### src/rtl/t08_mem_arbiter.sv
// t08_mem_arbiter: round-robin sharing of one memory bus port between instruction fetch and data load/store.
// Optional bus_ack timeout (sticky timeout_err) is compiled in with `define T08_MEM_ARB_TIMEOUT_EN.
module t08_mem_arbiter #(
  parameter int TIMEOUT_CYCLES = 255
) (
  input  logic        clk,
  input  logic        reset,
  input  logic        i_req,
  input  logic [31:0] i_addr,
  output logic        i_ack,
  output logic [31:0] i_rdata,
  input  logic        d_read,
  input  logic        d_write,
  input  logic [2:0]  d_funct3,
  input  logic [31:0] d_addr,
  input  logic [31:0] d_wdata,
  output logic        d_ack,
  output logic [31:0] d_rdata,
  output logic        bus_read,
  output logic        bus_write,
  output logic [3:0]  bus_sel,
  output logic [31:0] bus_addr,
  output logic [31:0] bus_wdata,
  input  logic        bus_ack,
  input  logic [31:0] bus_rdata,
  output logic        freeze,
  output logic        timeout_err
);

  typedef enum logic [1:0] {IDLE, FETCH, DATA} state_t;
  typedef enum logic {GRANT_FETCH, GRANT_DATA} grant_t;

  state_t      state;
  grant_t      last_grant;
  logic [2:0]  op_funct3;
  logic [1:0]  op_lane;
  logic        d_req;
  logic        busy;
  logic        tmo;
  logic        done;
  logic [3:0]  sel_next;
  logic [31:0] wdata_next;
  logic [7:0]  byte_lane;
  logic [15:0] half_lane;
  logic [31:0] load_data;
  logic        unused_bits;

  assign d_req = d_read | d_write;
  assign busy  = (state != IDLE);
  assign done  = busy & (bus_ack | tmo);

  // Lane enables and replicated store data for the pending data request.
  // NOTE: every always_comb output gets a default first so no path leaves it unassigned (no latch).
  always_comb begin
    sel_next   = 4'b1111;
    wdata_next = d_wdata;
    case (d_funct3[1:0])
      2'b00: begin
        sel_next   = 4'b0001 << d_addr[1:0];
        wdata_next = {4{d_wdata[7:0]}};
      end
      2'b01: begin
        sel_next   = d_addr[1] ? 4'b1100 : 4'b0011;
        wdata_next = {2{d_wdata[15:0]}};
      end
      default: ;
    endcase
  end

  // Load extraction uses the size/lane captured at grant time.
  always_comb begin
    byte_lane = bus_rdata[{op_lane, 3'b000} +: 8];
    half_lane = op_lane[1] ? bus_rdata[31:16] : bus_rdata[15:0];
    case (op_funct3)
      3'b000:  load_data = {{24{byte_lane[7]}}, byte_lane};
      3'b100:  load_data = {24'h0, byte_lane};
      3'b001:  load_data = {{16{half_lane[15]}}, half_lane};
      3'b101:  load_data = {16'h0, half_lane};
      default: load_data = bus_rdata;
    endcase
  end

  // Acks follow bus_ack in the same cycle; a timeout completes with zero data.
  assign i_ack   = (state == FETCH) & (bus_ack | tmo);
  assign d_ack   = (state == DATA)  & (bus_ack | tmo);
  assign i_rdata = (state == FETCH && bus_ack) ? bus_rdata : 32'h0;
  assign d_rdata = (state == DATA && bus_ack && !bus_write) ? load_data : 32'h0;
  assign freeze  = (i_req | d_read | d_write) & ~(i_ack | d_ack);

  // NOTE: sequential state uses non-blocking assignments so every register samples pre-edge values.
  always_ff @(posedge clk or posedge reset) begin
    if (reset) begin
      state      <= IDLE;
      last_grant <= GRANT_DATA;
      bus_read   <= 1'b0;
      bus_write  <= 1'b0;
      bus_sel    <= 4'h0;
      bus_addr   <= 32'h0;
      bus_wdata  <= 32'h0;
      op_funct3  <= 3'b000;
      op_lane    <= 2'b00;
    end else begin
      case (state)
        IDLE: begin
          if (i_req && (!d_req || last_grant == GRANT_DATA)) begin
            state    <= FETCH;
            bus_read <= 1'b1;
            bus_sel  <= 4'b1111;
            bus_addr <= {i_addr[31:2], 2'b00};
          end else if (d_req) begin
            // A store wins when the decoder raises both read and write.
            state     <= DATA;
            bus_read  <= ~d_write;
            bus_write <= d_write;
            bus_sel   <= sel_next;
            bus_addr  <= {d_addr[31:2], 2'b00};
            bus_wdata <= d_write ? wdata_next : 32'h0;
            op_funct3 <= d_funct3;
            op_lane   <= d_addr[1:0];
          end
        end
        FETCH, DATA: begin
          if (done) begin
            state      <= IDLE;
            last_grant <= (state == FETCH) ? GRANT_FETCH : GRANT_DATA;
            bus_read   <= 1'b0;
            bus_write  <= 1'b0;
            bus_sel    <= 4'h0;
            bus_addr   <= 32'h0;
            bus_wdata  <= 32'h0;
          end
        end
        default: state <= IDLE;
      endcase
    end
  end

`ifdef T08_MEM_ARB_TIMEOUT_EN
  localparam int CW = (TIMEOUT_CYCLES > 255) ? $clog2(TIMEOUT_CYCLES + 1) : 8;

  logic [CW-1:0] wait_cnt;

  // Counter is zero in the first bus cycle after a grant.
  assign tmo = busy & ~bus_ack & (wait_cnt == CW'(TIMEOUT_CYCLES));

  always_ff @(posedge clk or posedge reset) begin
    if (reset) begin
      wait_cnt    <= '0;
      timeout_err <= 1'b0;
    end else begin
      wait_cnt <= busy ? wait_cnt + 1'b1 : '0;
      if (tmo) timeout_err <= 1'b1;
    end
  end
`else
  assign tmo         = 1'b0;
  assign timeout_err = 1'b0;
`endif

  assign unused_bits = ^{i_addr[1:0], 32'(TIMEOUT_CYCLES)};

endmodule

### config.mk
export PLATFORM = sky130hd
export DESIGN_NAME = t08_mem_arbiter
export DESIGN_NICKNAME = d
export VERILOG_FILES = /design/src/rtl/t08_mem_arbiter.sv
export SDC_FILE = /design/constraint.sdc
export NUM_CORES = 1
export LEC_CHECK = 0
export ABC_AREA = 0
export BUFFER_PORTS_ARGS = -buffer_cell sky130_fd_sc_hd__buf_2
export CAP_MARGIN = 20
export CELL_PAD_IN_SITES_DETAIL_PLACEMENT = 2
export CELL_PAD_IN_SITES_GLOBAL_PLACEMENT = 2
export CORE_UTILIZATION = 26
export CTS_BUF_LIST = sky130_fd_sc_hd__clkbuf_8 sky130_fd_sc_hd__clkbuf_16
export CTS_CLUSTER_DIAMETER = 200
export DETAILED_ROUTE_END_ITERATION = 16
export PLACE_DENSITY = 0.88
export SYNTH_ARGS = -nofsm -noshare
export SYNTH_HDL_FRONTEND = slang
export SYNTH_SLANG_ARGS = --single-unit
### constraint.sdc
create_clock -name clk -period 5.4 [get_ports clk]
set_input_delay 1.08 -clock clk [delete_from_list [all_inputs] [get_ports clk]]
set_output_delay 1.08 -clock clk [all_outputs]
set_load 0.005 [all_outputs]
==> impl_results.html <==
<table>
<tr><th>Metric</th><th>Value</th></tr>
<tr><th colspan="2">Clocking</th></tr>
<tr><td>Clock transition at the register clock pins on the worst setup and hold paths after CTS</td><td>0.06 ns</td></tr>
<tr><td>Number of buffers inserted by hold repair at cts</td><td>0</td></tr>
<tr><td>Clk buf depth</td><td>2</td></tr>
<tr><td>Number of clock sinks</td><td>76</td></tr>
<tr><td>Clock tree from TritonCTS</td><td>done</td></tr>
<tr><td>Post-CTS repair timing setup buffer count</td><td>0</td></tr>
<tr><td>Max H-tree Level</td><td>3</td></tr>
<tr><td>Clock insertion delay at the later pin of the skew report</td><td>0.33 ns</td></tr>
<tr><td>Clock root buffer</td><td>clkbuf_16</td></tr>
<tr><td>Post-CTS Resized</td><td>0</td></tr>
<tr><td>TritonCTS Buffers</td><td>9</td></tr>
<tr><th colspan="2">Synth</th></tr>
<tr><td>Post-synthesis register bit count</td><td>76</td></tr>
<tr><td>Sequential area share after synthesis</td><td>0.396</td></tr>
<tr><td>Most area-hungry cell type in the Yosys netlist</td><td>dfrtp_1</td></tr>
<tr><td>Fraction of synthesized cell area taken by the top area cell type</td><td>0.390</td></tr>
<tr><td>EDFF count, synth</td><td>0</td></tr>
<tr><td>Async set-reset flop share out of synthesis</td><td>1.00</td></tr>
<tr><td>Ranking of synthesized cells by area</td><td>dfrtp_1 (39%), mux2i_1 (12%), o21ai_0 (7.0%)</td></tr>
<tr><td>Average cell area after synthesis</td><td>8.69 um2</td></tr>
<tr><td>Total of warnings raised by yosys</td><td>0</td></tr>
<tr><td>Area of the mapped netlist</td><td>4810 um2</td></tr>
<tr><td>Unique masters post-synth</td><td>42</td></tr>
<tr><td>Ys flop type</td><td>dfrtp_1</td></tr>
<tr><td>Most instantiated library cell after synthesis</td><td>nand2_1</td></tr>
<tr><td>Number of cells produced by synthesis</td><td>553</td></tr>
<tr><td>Top post-synthesis cells by count</td><td>nand2_1 (85), dfrtp_1 (75), o21ai_0 (67), mux2i_1 (57), and3_1 (32)</td></tr>
<tr><th colspan="2">STA</th></tr>
<tr><td>Number of pins exceeding their max-slew limit in the final report</td><td>0</td></tr>
<tr><td>Final-layout worst hold slack</td><td>0.478 ns</td></tr>
<tr><td>Final worst path period share</td><td>0.740</td></tr>
<tr><td>Minimum clock period</td><td>3.99 ns</td></tr>
<tr><td>F_max</td><td>250 MHz</td></tr>
<tr><td>Final setup TNS</td><td>0 ns</td></tr>
<tr><td>Clk_skew</td><td>0.00803 ns</td></tr>
<tr><td>Final setup violation count</td><td>0</td></tr>
<tr><td>Worst slew margin relative to its limit</td><td>0.348</td></tr>
<tr><td>Transition time at the pin with the least slew margin</td><td>0.978 ns</td></tr>
<tr><td>RSZ-0062 raised after global routing</td><td>false</td></tr>
<tr><td>Final-report hold violation count</td><td>0</td></tr>
<tr><th colspan="2">Critical path</th></tr>
<tr><td>Crit-path most repeated cell</td><td>buf_2</td></tr>
<tr><td>Worst Setup Start Kind</td><td>input pin</td></tr>
<tr><td>Buffers and inverters on the worst path</td><td>3</td></tr>
<tr><td>Worst-case register-to-register setup slack</td><td>2.81 ns</td></tr>
<tr><td>Data required time at the worst endpoint</td><td>4.32 ns</td></tr>
<tr><td>Max incr delay on CP</td><td>0.44 ns</td></tr>
<tr><td>Kind of cell with the highest combined delay on the critical path</td><td>buffers and inverters</td></tr>
<tr><td>Sort of element at the end of the critical path</td><td>output port</td></tr>
<tr><td>CP max stage cell</td><td>buf_2</td></tr>
<tr><td>Peak fanout along the critical path</td><td>37</td></tr>
<tr><td>Crit path cell chain</td><td>buf_2 -&gt; and2_1 -&gt; nand2b_1 -&gt; a21o_1 -&gt; buf_4 -&gt; nor2_1 -&gt; buf_2</td></tr>
<tr><td>Critical register-to-register path startpoint</td><td>state[1]$_DFFE_PP0P_</td></tr>
<tr><td>RR Endpoint</td><td>bus_wdata[12]$_DFFE_PP0P_</td></tr>
<tr><td>Critical Setup Path Class</td><td>input pin to output port</td></tr>
<tr><td>Signal arrival time at the worst endpoint</td><td>2.91 ns</td></tr>
<tr><td>Reg2reg path depth</td><td>7</td></tr>
<tr><td>Number of gates on the worst path with buffers counted</td><td>7</td></tr>
<tr><th colspan="2">Hold path</th></tr>
<tr><td>Worst hold path class</td><td>flop to flop</td></tr>
<tr><td>Hold depth</td><td>2</td></tr>
<tr><td>Hold path start</td><td>bus_wdata[1]$_DFFE_PP0P_</td></tr>
<tr><td>Destination of the worst hold path</td><td>bus_wdata[1]$_DFFE_PP0P_</td></tr>
<tr><th colspan="2">Route</th></tr>
<tr><td>Routed vias/inst</td><td>4.98</td></tr>
<tr><td>Total detailed-routing wirelength</td><td>19600 um</td></tr>
<tr><td>Avg WL per Cell</td><td>19.1 um</td></tr>
<tr><td>Final routed DRC violation total</td><td>0</td></tr>
<tr><td>Pre-antenna DRT Iters</td><td>4</td></tr>
<tr><td>Antenna Nets Post-Route</td><td>0</td></tr>
<tr><td>Count of vias placed by the detailed router</td><td>5094</td></tr>
<tr><td>DR iter-0 viols</td><td>140</td></tr>
<tr><th colspan="2">Floorplanning</th></tr>
<tr><td>Effective utilization at floorplan</td><td>0.267</td></tr>
<tr><td>I/O Pins</td><td>275</td></tr>
<tr><td>Height of the chip</td><td>138 um</td></tr>
<tr><td>DIE WIDTH</td><td>138 um</td></tr>
<tr><td>Area of the die</td><td>19000 um2</td></tr>
<tr><td>Area of the core region</td><td>18000 um2</td></tr>
<tr><td>Num rows</td><td>49</td></tr>
<tr><th colspan="2">Run status</th></tr>
<tr><td>Outcome</td><td>completed</td></tr>
<tr><th colspan="2">Pwr</th></tr>
<tr><td>Clock network power share</td><td>0.174</td></tr>
<tr><td>Internal power consumption</td><td>1850 uW</td></tr>
<tr><td>Leakage power total</td><td>0.00361 uW</td></tr>
<tr><td>Power per cell area</td><td>511 nW/um2</td></tr>
<tr><td>Share of total power consumed by net switching</td><td>0.449</td></tr>
<tr><td>Portion of total power attributed to sequential cells</td><td>0.292</td></tr>
<tr><td>Share of total power in combinational logic</td><td>0.534</td></tr>
<tr><td>Post-layout total power</td><td>3360 uW</td></tr>
<tr><td>Switching power</td><td>1510 uW</td></tr>
<tr><td>Worst vdd rail ir drop</td><td>0.000192 V</td></tr>
<tr><th colspan="2">Place</th></tr>
<tr><td>Global placer's final weighted congestion</td><td>0.845</td></tr>
<tr><td>Placed wire-length estimate</td><td>15300 um</td></tr>
<tr><td>Number of I/O port buffers</td><td>269</td></tr>
<tr><th colspan="2">Global route</th></tr>
<tr><td>Via count of the first global-routing pass</td><td>5313</td></tr>
<tr><td>Tot GR Track Use</td><td>0.204</td></tr>
<tr><td>Sum of overflow across all layers after global routing</td><td>0</td></tr>
<tr><td>First-pass GRT wire length</td><td>29300 um</td></tr>
<tr><td>Antenna violations before repair</td><td>2</td></tr>
<tr><td>Largest net degree at the start of global routing</td><td>63</td></tr>
<tr><th colspan="2">Final layout</th></tr>
<tr><td>Multi-input logic area</td><td>2640 um2</td></tr>
<tr><td>Total area of sequential cells</td><td>1900 um2</td></tr>
<tr><td>Area Growth Syn to Fin</td><td>36.9%</td></tr>
<tr><td>Fill cell instance count of the final layout</td><td>2096</td></tr>
<tr><td>Share of post-route cells with drive strength above 1</td><td>0.405</td></tr>
<tr><td>Final net count</td><td>929</td></tr>
<tr><th colspan="2">Job</th></tr>
<tr><td>Max-capacitance violation count</td><td>0</td></tr>
</table>
[how the worst max path moves through the flow]
stage | from | to | slack, ns
after CTS | bus_ack | d_rdata[20] | 1.37
final | bus_ack | d_rdata[16] | 1.41
after global placement | bus_ack | d_rdata[31] | 1.48
after floorplan | bus_ack | d_rdata[21] | 2.15
after global routing | bus_ack | d_rdata[18] | 1.22
after detailed placement | bus_ack | d_rdata[20] | 1.37
[placed cells by master, fill, tap and decap left out, types with 2 or more instances in the layout]
cell type	synthesis	routed
mux2_2	6	6
buf_4	3	8
a22oi_1	5	5
o21a_1	2	2
inv_1	11	13
nor2_2	2	2
a21oi_1	22	22
a31oi_1	6	5
and3_1	32	32
nor2_1	10	10
buf_2	16	269
or3_1	2	2
o221a_2	5	5
clkinv_2	0	2
a221oi_1	5	5
dfrtp_1	75	75
o31ai_1	16	16
clkbuf_16	0	9
and2_1	5	5
nor3_1	13	13
o21ai_4	0	2
nand2_1	85	85
nor2b_1	4	4
nand3_1	31	31
o22ai_1	5	5
conb_1	1	3
clkbuf_8	0	2
mux2i_1	57	57
mux4_2	2	2
nand2b_1	7	7
o21ai_0	67	66
a21o_1	2	2
ha_1	3	3
nor2_4	9	9
[metal layers]
layer,up-vias,part of all wire,track usage
li1,2423,-,-
met1,2464,0.40,0.240
met2,176,0.51,0.364
met3,29,0.066,0.0406
met4,2,0.024,0.0737
met5,-,0.00066,0
[registers in the layout, indices dropped and copies added, names as in the netlist]
register,count
bus_sel,4
last_grant,1
op_funct3,3
bus_read,1
state,2
bus_write,1
bus_wdata,32
op_lane,2
bus_addr,30
[logic make-up (layout without fill, tap and decap cells)]
group           after synthesis  after routing  share of synthesized area
compound gates              138            138                      0.174
fa+ha+maj                     3              3                    0.00781
buf+inv                      66            304                     0.0646
flops                        76             76                      0.396
mux                          65             65                      0.142
other cells                   1              4                   0.000780
simple gates                204            204                      0.215
[per-stage QoR]
| stage | worst slack, ns | std cells | instance area (um2) | utilization |
|---|---|---|---|---|
| floorplan | 2.15 | 555 | 4810 | - |
| global placement | 1.48 | 1006 | 6280 | 0.348 |
| detailed placement | 1.37 | 1006 | 6280 | 0.348 |
| CTS | 1.37 | 1021 | 6560 | 0.364 |
| global route | 1.22 | 1022 | 6580 | 0.365 |
| finish | 1.41 | 1023 | 6580 | 0.365 |
[power by group through the flow]
stage	combinational, uW	clock (uW)	sequential, uW
2_1_floorplan	1190	0	937
3_3_place_gp	1730	0	972
3_5_place_dp	1820	0	991
4_1_cts	1830	605	984
5_1_grt	2020	634	1020
6_report	1800	586	981
[final cells by class]
class,instances,share of cell area
inverter,11,0.00647
tap,229,0.0436
clock inverter,5,0.00704
multi-input combinational,413,0.401
timing repair buffer,278,0.216
sequential,76,0.289
antenna,1,0.000380
clock buffer,10,0.0363
[worst register-to-register path: cells and delay by family, from the launching register on]
kind | cells | cell delay [ns]
compound gates | 2 | 0.91
fa+ha+maj | 1 | 0.44
buf+inv | 2 | 0.52
flops | 1 | 0.35
simple gates | 2 | 0.29
Note: power is estimated with default switching activity, not from simulation.
